File: src/rtl/rdn_weight_stream_if.sv
// Bundle of the weight loader's memory handshake and per-layer weight buses.
// "master" is the loader side; "slave" is the memory/neuron environment.
interface rdn_weight_stream_if #(
  parameter int LINE_WORDS = 32,
  parameter int WORD_W     = 16,
  parameter int A_NEURONS  = 15,
  parameter int A_WEIGHTS  = 401,
  parameter int B_NEURONS  = 15,
  parameter int B_WEIGHTS  = 16,
  parameter int C_NEURONS  = 36,
  parameter int C_WEIGHTS  = 16
);
  localparam int A_SW  = (A_NEURONS > 1) ? $clog2(A_NEURONS) : 1;
  localparam int A_WSW = (A_WEIGHTS > 1) ? $clog2(A_WEIGHTS) : 1;
  localparam int B_SW  = (B_NEURONS > 1) ? $clog2(B_NEURONS) : 1;
  localparam int B_WSW = (B_WEIGHTS > 1) ? $clog2(B_WEIGHTS) : 1;
  localparam int C_SW  = (C_NEURONS > 1) ? $clog2(C_NEURONS) : 1;
  localparam int C_WSW = (C_WEIGHTS > 1) ? $clog2(C_WEIGHTS) : 1;

  logic                                 go;
  logic                                 mem_ready;
  logic [LINE_WORDS-1:0][WORD_W-1:0]    mem_data;
  logic                                 req_mem;

  logic signed [WORD_W-1:0]             a_weight_bus;
  logic signed [WORD_W-1:0]             b_weight_bus;
  logic signed [WORD_W-1:0]             c_weight_bus;
  logic [A_SW-1:0]                      a_sel;
  logic [B_SW-1:0]                      b_sel;
  logic [C_SW-1:0]                      c_sel;
  logic [A_WSW-1:0]                     a_weight_sel;
  logic [B_WSW-1:0]                     b_weight_sel;
  logic [C_WSW-1:0]                     c_weight_sel;
  logic                                 write_a;
  logic                                 write_b;
  logic                                 write_c;
  logic                                 weight_valid;

  modport master (
    input  go, mem_ready, mem_data,
    output req_mem,
    output a_weight_bus, b_weight_bus, c_weight_bus,
    output a_sel, b_sel, c_sel,
    output a_weight_sel, b_weight_sel, c_weight_sel,
    output write_a, write_b, write_c,
    output weight_valid
  );

  modport slave (
    output go, mem_ready, mem_data,
    input  req_mem,
    input  a_weight_bus, b_weight_bus, c_weight_bus,
    input  a_sel, b_sel, c_sel,
    input  a_weight_sel, b_weight_sel, c_weight_sel,
    input  write_a, write_b, write_c,
    input  weight_valid
  );
endinterface

File: src/rtl/rdn_weight_stream.sv
// Streams a dense weight image (layer A, then B, then C) from line-wide memory
// reads into the neuron layers, one signed word per cycle, with registered outputs.
module rdn_weight_stream #(
  parameter int LINE_WORDS = 32,
  parameter int WORD_W     = 16,
  parameter int A_NEURONS  = 15,
  parameter int A_WEIGHTS  = 401,
  parameter int B_NEURONS  = 15,
  parameter int B_WEIGHTS  = 16,
  parameter int C_NEURONS  = 36,
  parameter int C_WEIGHTS  = 16
) (
  input  logic                clk,
  input  logic                rst_n,
  rdn_weight_stream_if.master bus
);

  function automatic int sw(input int n);
    return (n > 1) ? $clog2(n) : 1;
  endfunction

  function automatic int max3(input int a, input int b, input int c);
    int m;
    m = (a > b) ? a : b;
    return (m > c) ? m : c;
  endfunction

  localparam int A_SW   = sw(A_NEURONS);
  localparam int A_WSW  = sw(A_WEIGHTS);
  localparam int B_SW   = sw(B_NEURONS);
  localparam int B_WSW  = sw(B_WEIGHTS);
  localparam int C_SW   = sw(C_NEURONS);
  localparam int C_WSW  = sw(C_WEIGHTS);
  localparam int NEU_W  = max3(A_SW, B_SW, C_SW);
  localparam int WGT_W  = max3(A_WSW, B_WSW, C_WSW);
  localparam int LW_SW  = sw(LINE_WORDS);
  localparam int TOTAL  = A_NEURONS * A_WEIGHTS + B_NEURONS * B_WEIGHTS + C_NEURONS * C_WEIGHTS;
  localparam int CNT_W  = sw(TOTAL);

  typedef enum logic [1:0] {S_IDLE, S_REQ, S_WRITE, S_DONE} state_e;
  typedef enum logic [1:0] {L_A, L_B, L_C}                   layer_e;
  typedef logic [LINE_WORDS-1:0][WORD_W-1:0]                 line_t;

  state_e             state_q, state_d;
  layer_e             layer_q, layer_d;
  line_t              line_q,  line_d;
  logic [LW_SW-1:0]   word_q,  word_d;
  logic [NEU_W-1:0]   neu_q,   neu_d;
  logic [WGT_W-1:0]   wgt_q,   wgt_d;
  logic [CNT_W-1:0]   cnt_q,   cnt_d;

  logic [NEU_W-1:0]   last_neu;
  logic [WGT_W-1:0]   last_wgt;

  logic               req_mem_q, req_mem_d;
  logic               weight_valid_q, weight_valid_d;
  logic               write_a_q, write_a_d;
  logic               write_b_q, write_b_d;
  logic               write_c_q, write_c_d;
  logic [WORD_W-1:0]  a_bus_q, a_bus_d;
  logic [WORD_W-1:0]  b_bus_q, b_bus_d;
  logic [WORD_W-1:0]  c_bus_q, c_bus_d;
  logic [A_SW-1:0]    a_sel_q, a_sel_d;
  logic [B_SW-1:0]    b_sel_q, b_sel_d;
  logic [C_SW-1:0]    c_sel_q, c_sel_d;
  logic [A_WSW-1:0]   a_wsel_q, a_wsel_d;
  logic [B_WSW-1:0]   b_wsel_q, b_wsel_d;
  logic [C_WSW-1:0]   c_wsel_q, c_wsel_d;
  logic [WORD_W-1:0]  word_val;
  logic               emit;

  // Geometry of the layer currently being loaded.
  always_comb begin
    // NOTE: every combinational output gets a default before any branch, so no path leaves it unassigned and no latch is inferred.
    last_neu = NEU_W'(A_NEURONS - 1);
    last_wgt = WGT_W'(A_WEIGHTS - 1);
    unique case (layer_q)
      L_B: begin
        last_neu = NEU_W'(B_NEURONS - 1);
        last_wgt = WGT_W'(B_WEIGHTS - 1);
      end
      L_C: begin
        last_neu = NEU_W'(C_NEURONS - 1);
        last_wgt = WGT_W'(C_WEIGHTS - 1);
      end
      default: ;
    endcase
  end

  // Next-state: the *_q pointers always name the word to be emitted in the current WRITE cycle.
  always_comb begin
    state_d = state_q;
    line_d  = line_q;
    word_d  = word_q;
    layer_d = layer_q;
    neu_d   = neu_q;
    wgt_d   = wgt_q;
    cnt_d   = cnt_q;

    unique case (state_q)
      S_IDLE, S_DONE: begin
        if (bus.go) begin
          state_d = S_REQ;
          layer_d = L_A;
          neu_d   = '0;
          wgt_d   = '0;
          cnt_d   = '0;
        end
      end

      S_REQ: begin
        if (bus.mem_ready) begin
          state_d = S_WRITE;
          line_d  = bus.mem_data;
          word_d  = '0;
        end
      end

      S_WRITE: begin
        cnt_d  = cnt_q + CNT_W'(1);
        word_d = word_q + LW_SW'(1);
        if (wgt_q == last_wgt) begin
          wgt_d = '0;
          if (neu_q == last_neu) begin
            neu_d = '0;
            unique case (layer_q)
              L_A:     layer_d = L_B;
              L_B:     layer_d = L_C;
              default: layer_d = L_A;
            endcase
          end else begin
            neu_d = neu_q + NEU_W'(1);
          end
        end else begin
          wgt_d = wgt_q + WGT_W'(1);
        end

        if (cnt_q == CNT_W'(TOTAL - 1)) begin
          state_d = S_DONE;
        end else if (word_q == LW_SW'(LINE_WORDS - 1)) begin
          state_d = S_REQ;
        end
      end

      default: state_d = S_IDLE;
    endcase
  end

  // Output values for the coming cycle, decoded from next-state so every port is a flop.
  always_comb begin
    emit           = (state_d == S_WRITE);
    word_val       = line_d[word_d];
    req_mem_d      = (state_d == S_REQ);
    weight_valid_d = (state_d == S_DONE);

    write_a_d = emit && (layer_d == L_A);
    write_b_d = emit && (layer_d == L_B);
    write_c_d = emit && (layer_d == L_C);

    a_bus_d  = write_a_d ? word_val : '0;
    b_bus_d  = write_b_d ? word_val : '0;
    c_bus_d  = write_c_d ? word_val : '0;
    a_sel_d  = write_a_d ? neu_d[A_SW-1:0]  : '0;
    b_sel_d  = write_b_d ? neu_d[B_SW-1:0]  : '0;
    c_sel_d  = write_c_d ? neu_d[C_SW-1:0]  : '0;
    a_wsel_d = write_a_d ? wgt_d[A_WSW-1:0] : '0;
    b_wsel_d = write_b_d ? wgt_d[B_WSW-1:0] : '0;
    c_wsel_d = write_c_d ? wgt_d[C_WSW-1:0] : '0;
  end

  always_ff @(posedge clk or negedge rst_n) begin
    if (!rst_n) begin
      state_q <= S_IDLE;
      layer_q <= L_A;
      // NOTE: the line register is reset too, so a reset leaves no stale weights that a later read could expose.
      line_q  <= '0;
      word_q  <= '0;
      neu_q   <= '0;
      wgt_q   <= '0;
      cnt_q   <= '0;
    end else begin
      // NOTE: non-blocking assignments so every register samples pre-edge values regardless of statement order.
      state_q <= state_d;
      layer_q <= layer_d;
      line_q  <= line_d;
      word_q  <= word_d;
      neu_q   <= neu_d;
      wgt_q   <= wgt_d;
      cnt_q   <= cnt_d;
    end
  end

  always_ff @(posedge clk or negedge rst_n) begin
    if (!rst_n) begin
      req_mem_q      <= 1'b0;
      weight_valid_q <= 1'b0;
      write_a_q      <= 1'b0;
      write_b_q      <= 1'b0;
      write_c_q      <= 1'b0;
      a_bus_q        <= '0;
      b_bus_q        <= '0;
      c_bus_q        <= '0;
      a_sel_q        <= '0;
      b_sel_q        <= '0;
      c_sel_q        <= '0;
      a_wsel_q       <= '0;
      b_wsel_q       <= '0;
      c_wsel_q       <= '0;
    end else begin
      req_mem_q      <= req_mem_d;
      weight_valid_q <= weight_valid_d;
      write_a_q      <= write_a_d;
      write_b_q      <= write_b_d;
      write_c_q      <= write_c_d;
      a_bus_q        <= a_bus_d;
      b_bus_q        <= b_bus_d;
      c_bus_q        <= c_bus_d;
      a_sel_q        <= a_sel_d;
      b_sel_q        <= b_sel_d;
      c_sel_q        <= c_sel_d;
      a_wsel_q       <= a_wsel_d;
      b_wsel_q       <= b_wsel_d;
      c_wsel_q       <= c_wsel_d;
    end
  end

  assign bus.req_mem      = req_mem_q;
  assign bus.weight_valid = weight_valid_q;
  assign bus.write_a      = write_a_q;
  assign bus.write_b      = write_b_q;
  assign bus.write_c      = write_c_q;
  assign bus.a_weight_bus = a_bus_q;
  assign bus.b_weight_bus = b_bus_q;
  assign bus.c_weight_bus = c_bus_q;
  assign bus.a_sel        = a_sel_q;
  assign bus.b_sel        = b_sel_q;
  assign bus.c_sel        = c_sel_q;
  assign bus.a_weight_sel = a_wsel_q;
  assign bus.b_weight_sel = b_wsel_q;
  assign bus.c_weight_sel = c_wsel_q;

endmodule

File: src/flat_wrapper.sv
// flat-port wrapper written by rule: the top's interface ports become plain ports
module rdn_weight_stream_flat 
#(
  parameter int LINE_WORDS = 32,
  parameter int WORD_W     = 16,
  parameter int A_NEURONS  = 15,
  parameter int A_WEIGHTS  = 401,
  parameter int B_NEURONS  = 15,
  parameter int B_WEIGHTS  = 16,
  parameter int C_NEURONS  = 36,
  parameter int C_WEIGHTS  = 16
)
  (clk, rst_n, bus_go, bus_mem_ready, bus_mem_data, bus_req_mem, bus_a_weight_bus, bus_b_weight_bus, bus_c_weight_bus, bus_a_sel, bus_b_sel, bus_c_sel, bus_a_weight_sel, bus_b_weight_sel, bus_c_weight_sel, bus_write_a, bus_write_b, bus_write_c, bus_weight_valid);
  rdn_weight_stream_if #(.LINE_WORDS(LINE_WORDS), .WORD_W(WORD_W), .A_NEURONS(A_NEURONS), .A_WEIGHTS(A_WEIGHTS), .B_NEURONS(B_NEURONS), .B_WEIGHTS(B_WEIGHTS), .C_NEURONS(C_NEURONS), .C_WEIGHTS(C_WEIGHTS)) bus_i ();
  input  logic clk;
  input  logic rst_n;
  input wire logic [$bits(bus_i.go)-1:0] bus_go;
  input wire logic [$bits(bus_i.mem_ready)-1:0] bus_mem_ready;
  input wire logic [$bits(bus_i.mem_data)-1:0] bus_mem_data;
  output wire logic [$bits(bus_i.req_mem)-1:0] bus_req_mem;
  output wire logic [$bits(bus_i.a_weight_bus)-1:0] bus_a_weight_bus;
  output wire logic [$bits(bus_i.b_weight_bus)-1:0] bus_b_weight_bus;
  output wire logic [$bits(bus_i.c_weight_bus)-1:0] bus_c_weight_bus;
  output wire logic [$bits(bus_i.a_sel)-1:0] bus_a_sel;
  output wire logic [$bits(bus_i.b_sel)-1:0] bus_b_sel;
  output wire logic [$bits(bus_i.c_sel)-1:0] bus_c_sel;
  output wire logic [$bits(bus_i.a_weight_sel)-1:0] bus_a_weight_sel;
  output wire logic [$bits(bus_i.b_weight_sel)-1:0] bus_b_weight_sel;
  output wire logic [$bits(bus_i.c_weight_sel)-1:0] bus_c_weight_sel;
  output wire logic [$bits(bus_i.write_a)-1:0] bus_write_a;
  output wire logic [$bits(bus_i.write_b)-1:0] bus_write_b;
  output wire logic [$bits(bus_i.write_c)-1:0] bus_write_c;
  output wire logic [$bits(bus_i.weight_valid)-1:0] bus_weight_valid;
  assign bus_i.go = bus_go;
  assign bus_i.mem_ready = bus_mem_ready;
  assign bus_i.mem_data = bus_mem_data;
  assign bus_req_mem = bus_i.req_mem;
  assign bus_a_weight_bus = bus_i.a_weight_bus;
  assign bus_b_weight_bus = bus_i.b_weight_bus;
  assign bus_c_weight_bus = bus_i.c_weight_bus;
  assign bus_a_sel = bus_i.a_sel;
  assign bus_b_sel = bus_i.b_sel;
  assign bus_c_sel = bus_i.c_sel;
  assign bus_a_weight_sel = bus_i.a_weight_sel;
  assign bus_b_weight_sel = bus_i.b_weight_sel;
  assign bus_c_weight_sel = bus_i.c_weight_sel;
  assign bus_write_a = bus_i.write_a;
  assign bus_write_b = bus_i.write_b;
  assign bus_write_c = bus_i.write_c;
  assign bus_weight_valid = bus_i.weight_valid;
  rdn_weight_stream #(.LINE_WORDS(LINE_WORDS), .WORD_W(WORD_W), .A_NEURONS(A_NEURONS), .A_WEIGHTS(A_WEIGHTS), .B_NEURONS(B_NEURONS), .B_WEIGHTS(B_WEIGHTS), .C_NEURONS(C_NEURONS), .C_WEIGHTS(C_WEIGHTS)) u_core (.clk(clk), .rst_n(rst_n), .bus(bus_i));
endmodule
File: config.mk
export PLATFORM = sky130hd
export DESIGN_NAME = rdn_weight_stream_flat
export DESIGN_NICKNAME = d
export VERILOG_FILES = /design/src/rtl/rdn_weight_stream_if.sv /design/src/rtl/rdn_weight_stream.sv /design/src/flat_wrapper.sv
export SDC_FILE = /design/constraint.sdc
export NUM_CORES = 1
export LEC_CHECK = 0
export BUFFER_PORTS_ARGS = -buffer_cell sky130_fd_sc_hd__buf_4
export CAP_MARGIN = 10
export CELL_PAD_IN_SITES_DETAIL_PLACEMENT = 1
export CELL_PAD_IN_SITES_GLOBAL_PLACEMENT = 2
export CORE_MARGIN = 1
export CORE_UTILIZATION = 29
export CTS_CLUSTER_SIZE = 16
export DETAILED_ROUTE_END_ITERATION = 10
export HOLD_SLACK_MARGIN = 0.03
export PLACE_DENSITY = 0.75
export SLEW_MARGIN = 20
export SYNTH_ARGS = -nofsm -noshare
export SYNTH_HDL_FRONTEND = slang
export SYNTH_SLANG_ARGS = --single-unit
File: constraint.sdc
create_clock -name clk -period 3.51 [get_ports clk]
set_clock_uncertainty 0.1 [all_clocks]
set_input_delay 0.5265 -clock clk [delete_from_list [all_inputs] [get_ports clk]]
set_output_delay 0.5265 -clock clk [all_outputs]
set_load 0.02 [all_outputs]
==> results of run 1 <==
==> stage by stage <==
step | hold WS, ns | TNS (ns) | setup slack (ns) | utilization | std cells
after detailed placement | 0.378 | -0.186 | -0.0774 | 0.364 | 3920
after global placement | 0.373 | -0.163 | -0.0640 | 0.364 | 3920
after CTS | 0.0304 | 0 | 0.0280 | 0.434 | 4475
after global routing | 0.0325 | 0 | 0.0396 | 0.435 | 4484
after floorplan | 0.131 | 0 | 0.817 | - | 2063
final | 0.0594 | 0 | 0.144 | 0.435 | 4485
==> layout by cell type (no fill, tap or decap), types with 16 or more instances in the layout <==
master	n
or3_1	69
mux2_2	512
nand2_1	17
nor2_1	44
a211oi_2	27
inv_1	23
clkbuf_8	16
dfrtp_1	633
nor3_1	39
a21oi_1	16
buf_4	680
o21ai_0	20
o221ai_1	32
dlygate4sd3_1	418
a31oi_1	34
clkbuf_1	18
buf_12	39
clkbuf_16	79
mux2i_1	252
o22a_1	63
==> final timing paths <==
check | start | to | slack [ns] | cells after the start
setup / recovery | u_core.state_q[1]$_DFF_PN0_ | u_core.bus.c_weight_bus[9]$_DFF_PN0_ | 0.14 | 11
hold / removal | bus_mem_data[445] | u_core.line_q[445]$_DFF_PN0_ | 0.06 | 2
setup reg to reg | u_core.state_q[1]$_DFF_PN0_ | u_core.bus.c_weight_bus[9]$_DFF_PN0_ | 0.14 | 11
hold reg to reg | u_core.line_q[351]$_DFF_PN0_ | u_core.line_q[351]$_DFF_PN0_ | 0.39 | 1
max in group asynchronous | rst_n | u_core.line_q[182]$_DFF_PN0_ | 1.91 | 3
min in group asynchronous | rst_n | u_core.bus.c_sel[1]$_DFF_PN0_ | 0.37 | 2
==> cell families after synthesis <==
| group | Yosys count | share of synthesized area |
|---|---|---|
| buffers and inverters | 166 | 0.0307 |
| adders and majority gates | 11 | 0.00481 |
| xor gates and xnor gates | 8 | 0.00245 |
| muxes | 770 | 0.292 |
| AOI/OAI and AO/OA | 223 | 0.0642 |
| DFF | 633 | 0.554 |
| and+or+nand+nor | 252 | 0.0521 |
==> sequential cells by signal (all words and copies together), names as in the netlist, 4 cells and up <==
name,count
u_core.bus.c_sel,6
u_core.bus.b_sel,4
u_core.bus.b_weight_sel,4
u_core.line_q,512
u_core.bus.c_weight_bus,16
u_core.bus.c_weight_sel,4
u_core.bus.a_sel,4
u_core.wgt_q,9
u_core.bus.a_weight_sel,9
u_core.word_q,5
u_core.bus.a_weight_bus,16
u_core.cnt_q,13
u_core.bus.b_weight_bus,16
u_core.neu_q,6
==> power groups by stage <==
stage	Sequential [mW]	Combinational [mW]	Clock, mW
2_1_floorplan	11.0	8.49	0
3_3_place_gp	11.1	13.1	0
3_5_place_dp	11.3	13.5	0
4_1_cts	11.2	13.9	8.37
5_1_grt	11.6	14.9	8.62
6_report	11.3	14.0	8.17
==> critical path: cells and delay by family, from the launching register on <==
family	cells	cell delay, ns
AOI/OAI and AO/OA	4	0.98
adders and majority gates	1	0.30
buffers and inverters	3	0.59
DFF	1	0.41
muxes	1	0.39
and+or+nand+nor	2	0.37
==> routing by layer <==
| layer | vias up | GRT usage | part of all wire |
|---|---|---|---|
| li1 | 9733 | - | - |
| met1 | 11300 | 0.268 | 0.40 |
| met2 | 608 | 0.402 | 0.51 |
| met3 | 192 | 0.0425 | 0.045 |
| met4 | 8 | 0.0889 | 0.039 |
| met5 | - | 0 | 0.00043 |
==> layout make-up <==
type	instances	area, sq um	area share
diodes	10	25.0	0.000593
clock buffers	113	2260	0.0536
clock inverters	24	319	0.00756
inverters	26	97.6	0.00231
multi-input cells	1264	12000	0.284
flip-flops and latches	633	15800	0.375
well taps	1276	1600	0.0378
repair buffers	1139	10100	0.239
==> timing repair <==
item                                    4_1_cts  5_1_grt
hold buffers                                418        0
endpoints found under the hold margin       481        0
gates resized for setup                       1       12
pin swaps                                     0        2
setup buffers                                 0        0
endpoints found under the setup margin        3       36
==> out/qor.csv, run 1 <==
stage,metric,value,unit
sta,period_needed,3.37,ns
synthesis,synth_top_area_share,0.554,
sta,slew_viol_final,0,
synthesis,synth_edf_count,0,
detailed_routing,drt-vias-per-instance,4.87,
placed_design,dp_hpwl,82800,microns
synthesis,synthTopCellsByArea,"dfrtp_1 (55%), mux2_2 (20%), mux2i_1 (9.0%), o22a_1 (2.0%), or3_1 (1.5%)",
worst_setup_path,worst_setup_path_start_kind,flop,
floorplanning,chipWidth,316,microns
grt,grt_pass1_vias,25200,
floorplanning,die_y,316,microns
pwr,p_sw_frac,0.344,
detailed_routing,drt_iter0_markers,964,
pwr,seq_power_share,0.338,
worst_setup_path,cp_slowest_cell,dfrtp_1,
synthesis,synthTopCellsByCount,"dfrtp_1 (633), mux2_2 (512), mux2i_1 (257)",
final_layout,layout-drive-gt1-share,0.446,
sta,finalSetupViolCount,0,
synthesis,async_flop_share,1.00,
floorplanning,start_util,0.294,
pwr,power_frac_clock,0.245,
clock_network,clk_latency,0.64,ns
sta,rsz0062_at_grt,no,
worst_setup_path,path_cells,inv_1 > ha_1 > and2b_4 > o22a_4 > buf_12 > mux2i_1 > o22a_1 > a31oi_1 > buf_4 > a211oi_2 > nor3_1,
worst_setup_path,critPathMaxStageDelay,0.41,ns
final_layout,fillCellCount,9997,
sta,slew_headroom,0.396,
worst_setup_path,crit_arrival,3.75,ns
sta,finalHoldViolCount,0,
run,maxCapViolations,0,
detailed_routing,vias,21800,
placed_design,io_buffers,599,
worst_setup_path,cp_data_required_time,3.90,ns
detailed_routing,wl_per_cell,25.5,microns
floorplanning,rows,114,
pwr,leakage,18.6,nW
hold_path,hold_path_class,in -> reg,
synthesis,syn-num-nets,2590,
clock_network,clock-sinks,633,
grt,grt_pass1_wl,166000,microns
worst_setup_path,crit_type,reg -> reg,
status,status,"finished, final reports clean",
floorplanning,fp.dieArea,99900,sq um
detailed_routing,drcViolationCount,0,
pwr,power.share.combinational,0.418,
detailed_routing,ant_nets,0,
sta,tightestPinTransition,0.907,ns
worst_setup_path,critPathCaptureType,flop,
synthesis,synth_cell_types,67,
detailed_routing,first_pass_iters,5,
final_layout,nets,3667,
grt,grt_use_total,0.226,
synthesis,synth-seq-cells,633,
pwr,switchingPower,11.5,mW
clock_network,cts_buffers,76,
synthesis,syn-instance-count,2063,
final_layout,final_area,42200,sq um
synthesis,synth_top_area_cell,dfrtp_1,
final_layout,layout-area-overhead-vs-synth,47.6,%
pwr,internal_power,21.9,mW
grt,antenna_found_initial,13,
synthesis,avgSynthCellArea,13.9,sq um
worst_setup_path,crit_path_max_fanout,42,
placed_design,placed_area,35400,sq um
floorplanning,core,97100,sq um
clock_network,cts_max_level,3,
sta,fmax,0.297,GHz
clock_network,cts_tree,built,
sta,post-route-period-util,0.959,
synthesis,synth_ff_type,dfrtp_1,
pwr,p_total,33.4,mW
pwr,peakVddDrop,0.000347,V
synthesis,synth_most_common_cell,dfrtp_1,
clock_network,path_clk_slew,0.06,ns
grt,grt_max_degree,81,
clock_network,cts_buffer_depth,3,
floorplanning,io_pins,600,
synthesis,ys_warn_count,0,
grt,grt-ovfl-total,0,
synthesis,ys_seq_area_frac,0.554,
clock_network,clock-root-buffer,clkbuf_16,
pwr,power.density,791,nW/um^2
synthesis,netlist_area,28600,sq um
placed_design,gp_congestion,0.853,
detailed_routing,routed_wl,114000,microns
Power figures use the tool's default switching activity.
==> run 2, diff against run 1 <==
==> constraint.sdc (replaced) <==
create_clock -name clk -period 3.51 [get_ports clk]
set_clock_uncertainty 0.1 [all_clocks]
set_input_delay 0.351 -clock clk [delete_from_list [all_inputs] [get_ports clk]]
set_output_delay 0.351 -clock clk [all_outputs]
set_load 0.02 [all_outputs]
==> run 2 against run 1 <==
  * Clock power is 0.9% higher
  * Count of clock-buffer cells in the layout is 4 lower
  * Maximum frequency is 0.71% lower
  * Via count is 1.8% higher
==> out/qor.csv, run 2 (same netlist as run 1, synthesis figures left out) <==
stage,metric,value,unit
grt,antenna_found_initial,8,
sta,post-route-period-util,0.966,
floorplanning,chipWidth,316,microns
final_layout,largest_reg_flops,512,
floorplanning,fp.dieArea,99900,sq um
placed_design,dp_hpwl,83700,microns
grt,grt_pass1_vias,26200,
pwr,power.density,781,nW/um^2
final_layout,final_cells,4592,
clock_network,clock-sinks,633,
clock_network,clock-root-buffer,clkbuf_16,
final_layout,mostFrequentLayoutCells,"buf_4 (693), dfrtp_1 (633), dlygate4sd3_1 (514)",
grt,grt_use_total,0.236,
worst_setup_path,critPathCaptureType,flop,
grt,grt_max_degree,89,
detailed_routing,routed_wl,119000,microns
sta,slew_headroom,0.369,
run,maxCapViolations,0,
detailed_routing,drt_iter0_markers,1104,
final_layout,layout-area-overhead-vs-synth,51.0,%
pwr,leakage,19.0,nW
placed_design,gp_congestion,0.869,
worst_setup_path,crit_path_max_fanout,19,
grt,grt-ovfl-total,0,
floorplanning,io_pins,600,
grt,grt_pass1_wl,173000,microns
worst_setup_path,worst_setup_path_start_kind,flop,
sta,finalSetupViolCount,0,
clock_network,cts_max_level,3,
clock_network,cts_buffers,76,
pwr,p_total,33.7,mW
placed_design,post-place-cells,3927,
floorplanning,die_y,316,microns
floorplanning,rows,114,
worst_setup_path,cp_data_required_time,3.91,ns
final_layout,fillCellCount,9948,
clock_network,clk_latency,0.64,ns
final_layout,layout-drive-gt1-share,0.434,
placed_design,placed_area,35400,sq um
pwr,peakVddDrop,0.000353,V
clock_network,cts_buffer_depth,3,
status,status,"finished, final reports clean",
floorplanning,start_util,0.294,
detailed_routing,wl_per_cell,26.0,microns
detailed_routing,drcViolationCount,0,
detailed_routing,first_pass_iters,5,
sta,slew_viol_final,0,
sta,period_needed,3.39,ns
sta,finalHoldViolCount,0,
detailed_routing,drt-vias-per-instance,4.84,
worst_setup_path,crit_type,reg -> reg,
placed_design,place_ws,-0.0775,ns
detailed_routing,ant_nets,0,
final_layout,mostFrequentLayoutCell,buf_4,
final_layout,nets,3773,
floorplanning,core,97100,sq um
detailed_routing,vias,22200,
sta,tightestPinTransition,0.947,ns
sta,fin_setup_tns,0,ns
sta,fmax,0.295,GHz
worst_setup_path,crit_arrival,3.79,ns
placed_design,io_buffers,599,
sta,rsz0062_at_grt,no,
final_layout,regMostFlops,u_core.line_q,
final_layout,final_area,43200,sq um
clock_network,path_clk_slew,0.06,ns
clock_network,cts_tree,built,
sta,timing.final.ws_setup,0.120,ns
hold_path,hold_path_class,in -> async,
-- run 2: cell type report --
type	count	area, sq um	share of cell area
clock buffers	109	2190	0.0506
clock inverters	28	380	0.00881
multi-input cells	1264	12000	0.277
diodes	11	27.5	0.000637
flip-flops and latches	633	15800	0.367
inverters	26	97.6	0.00226
well taps	1276	1600	0.0370
repair buffers	1245	11100	0.257
-- run 2: worst paths after layout --
kind | depth (start not counted) | slack, ns | to | from
worst min-delay path | 2 | 0.21 | u_core.bus.c_sel[1]$_DFF_PN0_ | rst_n
worst max-delay path | 13 | 0.12 | u_core.bus.b_weight_bus[14]$_DFF_PN0_ | u_core.state_q[1]$_DFF_PN0_
min in group clk | 4 | 0.28 | u_core.line_q[89]$_DFF_PN0_ | bus_mem_ready
worst max register to register | 13 | 0.12 | u_core.bus.b_weight_bus[14]$_DFF_PN0_ | u_core.state_q[1]$_DFF_PN0_
worst min register to register | 1 | 0.39 | u_core.line_q[381]$_DFF_PN0_ | u_core.line_q[381]$_DFF_PN0_
max in group asynchronous | 3 | 1.96 | u_core.line_q[13]$_DFF_PN0_ | rst_n
-- run 2: critical path: stages, from the launching register on --
cell and delay [ns]:
dfrtp_1 0.41, inv_1 0.08, ha_1 0.27, nand2_8 0.12, buf_12 0.20, buf_4 0.27, mux2_2 0.40, mux2i_1 0.43
or3_1 0.19, a31oi_1 0.16, buf_4 0.19, a211oi_2 0.19, buf_4 0.16, nor3_1 0.05
-- run 2: power by group --
part / leakage, nW / internal, mW / switching [mW]
registers: 7.71 / 10.4 / 0.969
clock network: 1.27 / 4.93 / 3.30
logic: 10.1 / 6.72 / 7.41
-- run 2: what timing repair did --
item / CTS / global route
setup endpoints to repair: 17 / 36
buffers inserted: 3 / 0
resized for setup: 3 / 9
hold buffers: 514 / 0
pin swaps: 1 / 1
hold endpoints to repair: 589 / 0
-- run 2: per-stage QoR --
stage          hold slack, ns   util
2_1_floorplan         -0.0446      -
4_1_cts                 0.231  0.444
5_1_grt                 0.266  0.445
3_3_place_gp            0.359  0.364
3_5_place_dp            0.381  0.364
6_report                0.206  0.445
-- run 2: metal layers --
metal  track usage  routed length (microns)
met5             0                       10
met4         0.103                     4900
met1         0.276                    47400
met2         0.417                    61400
met3        0.0468                     5780
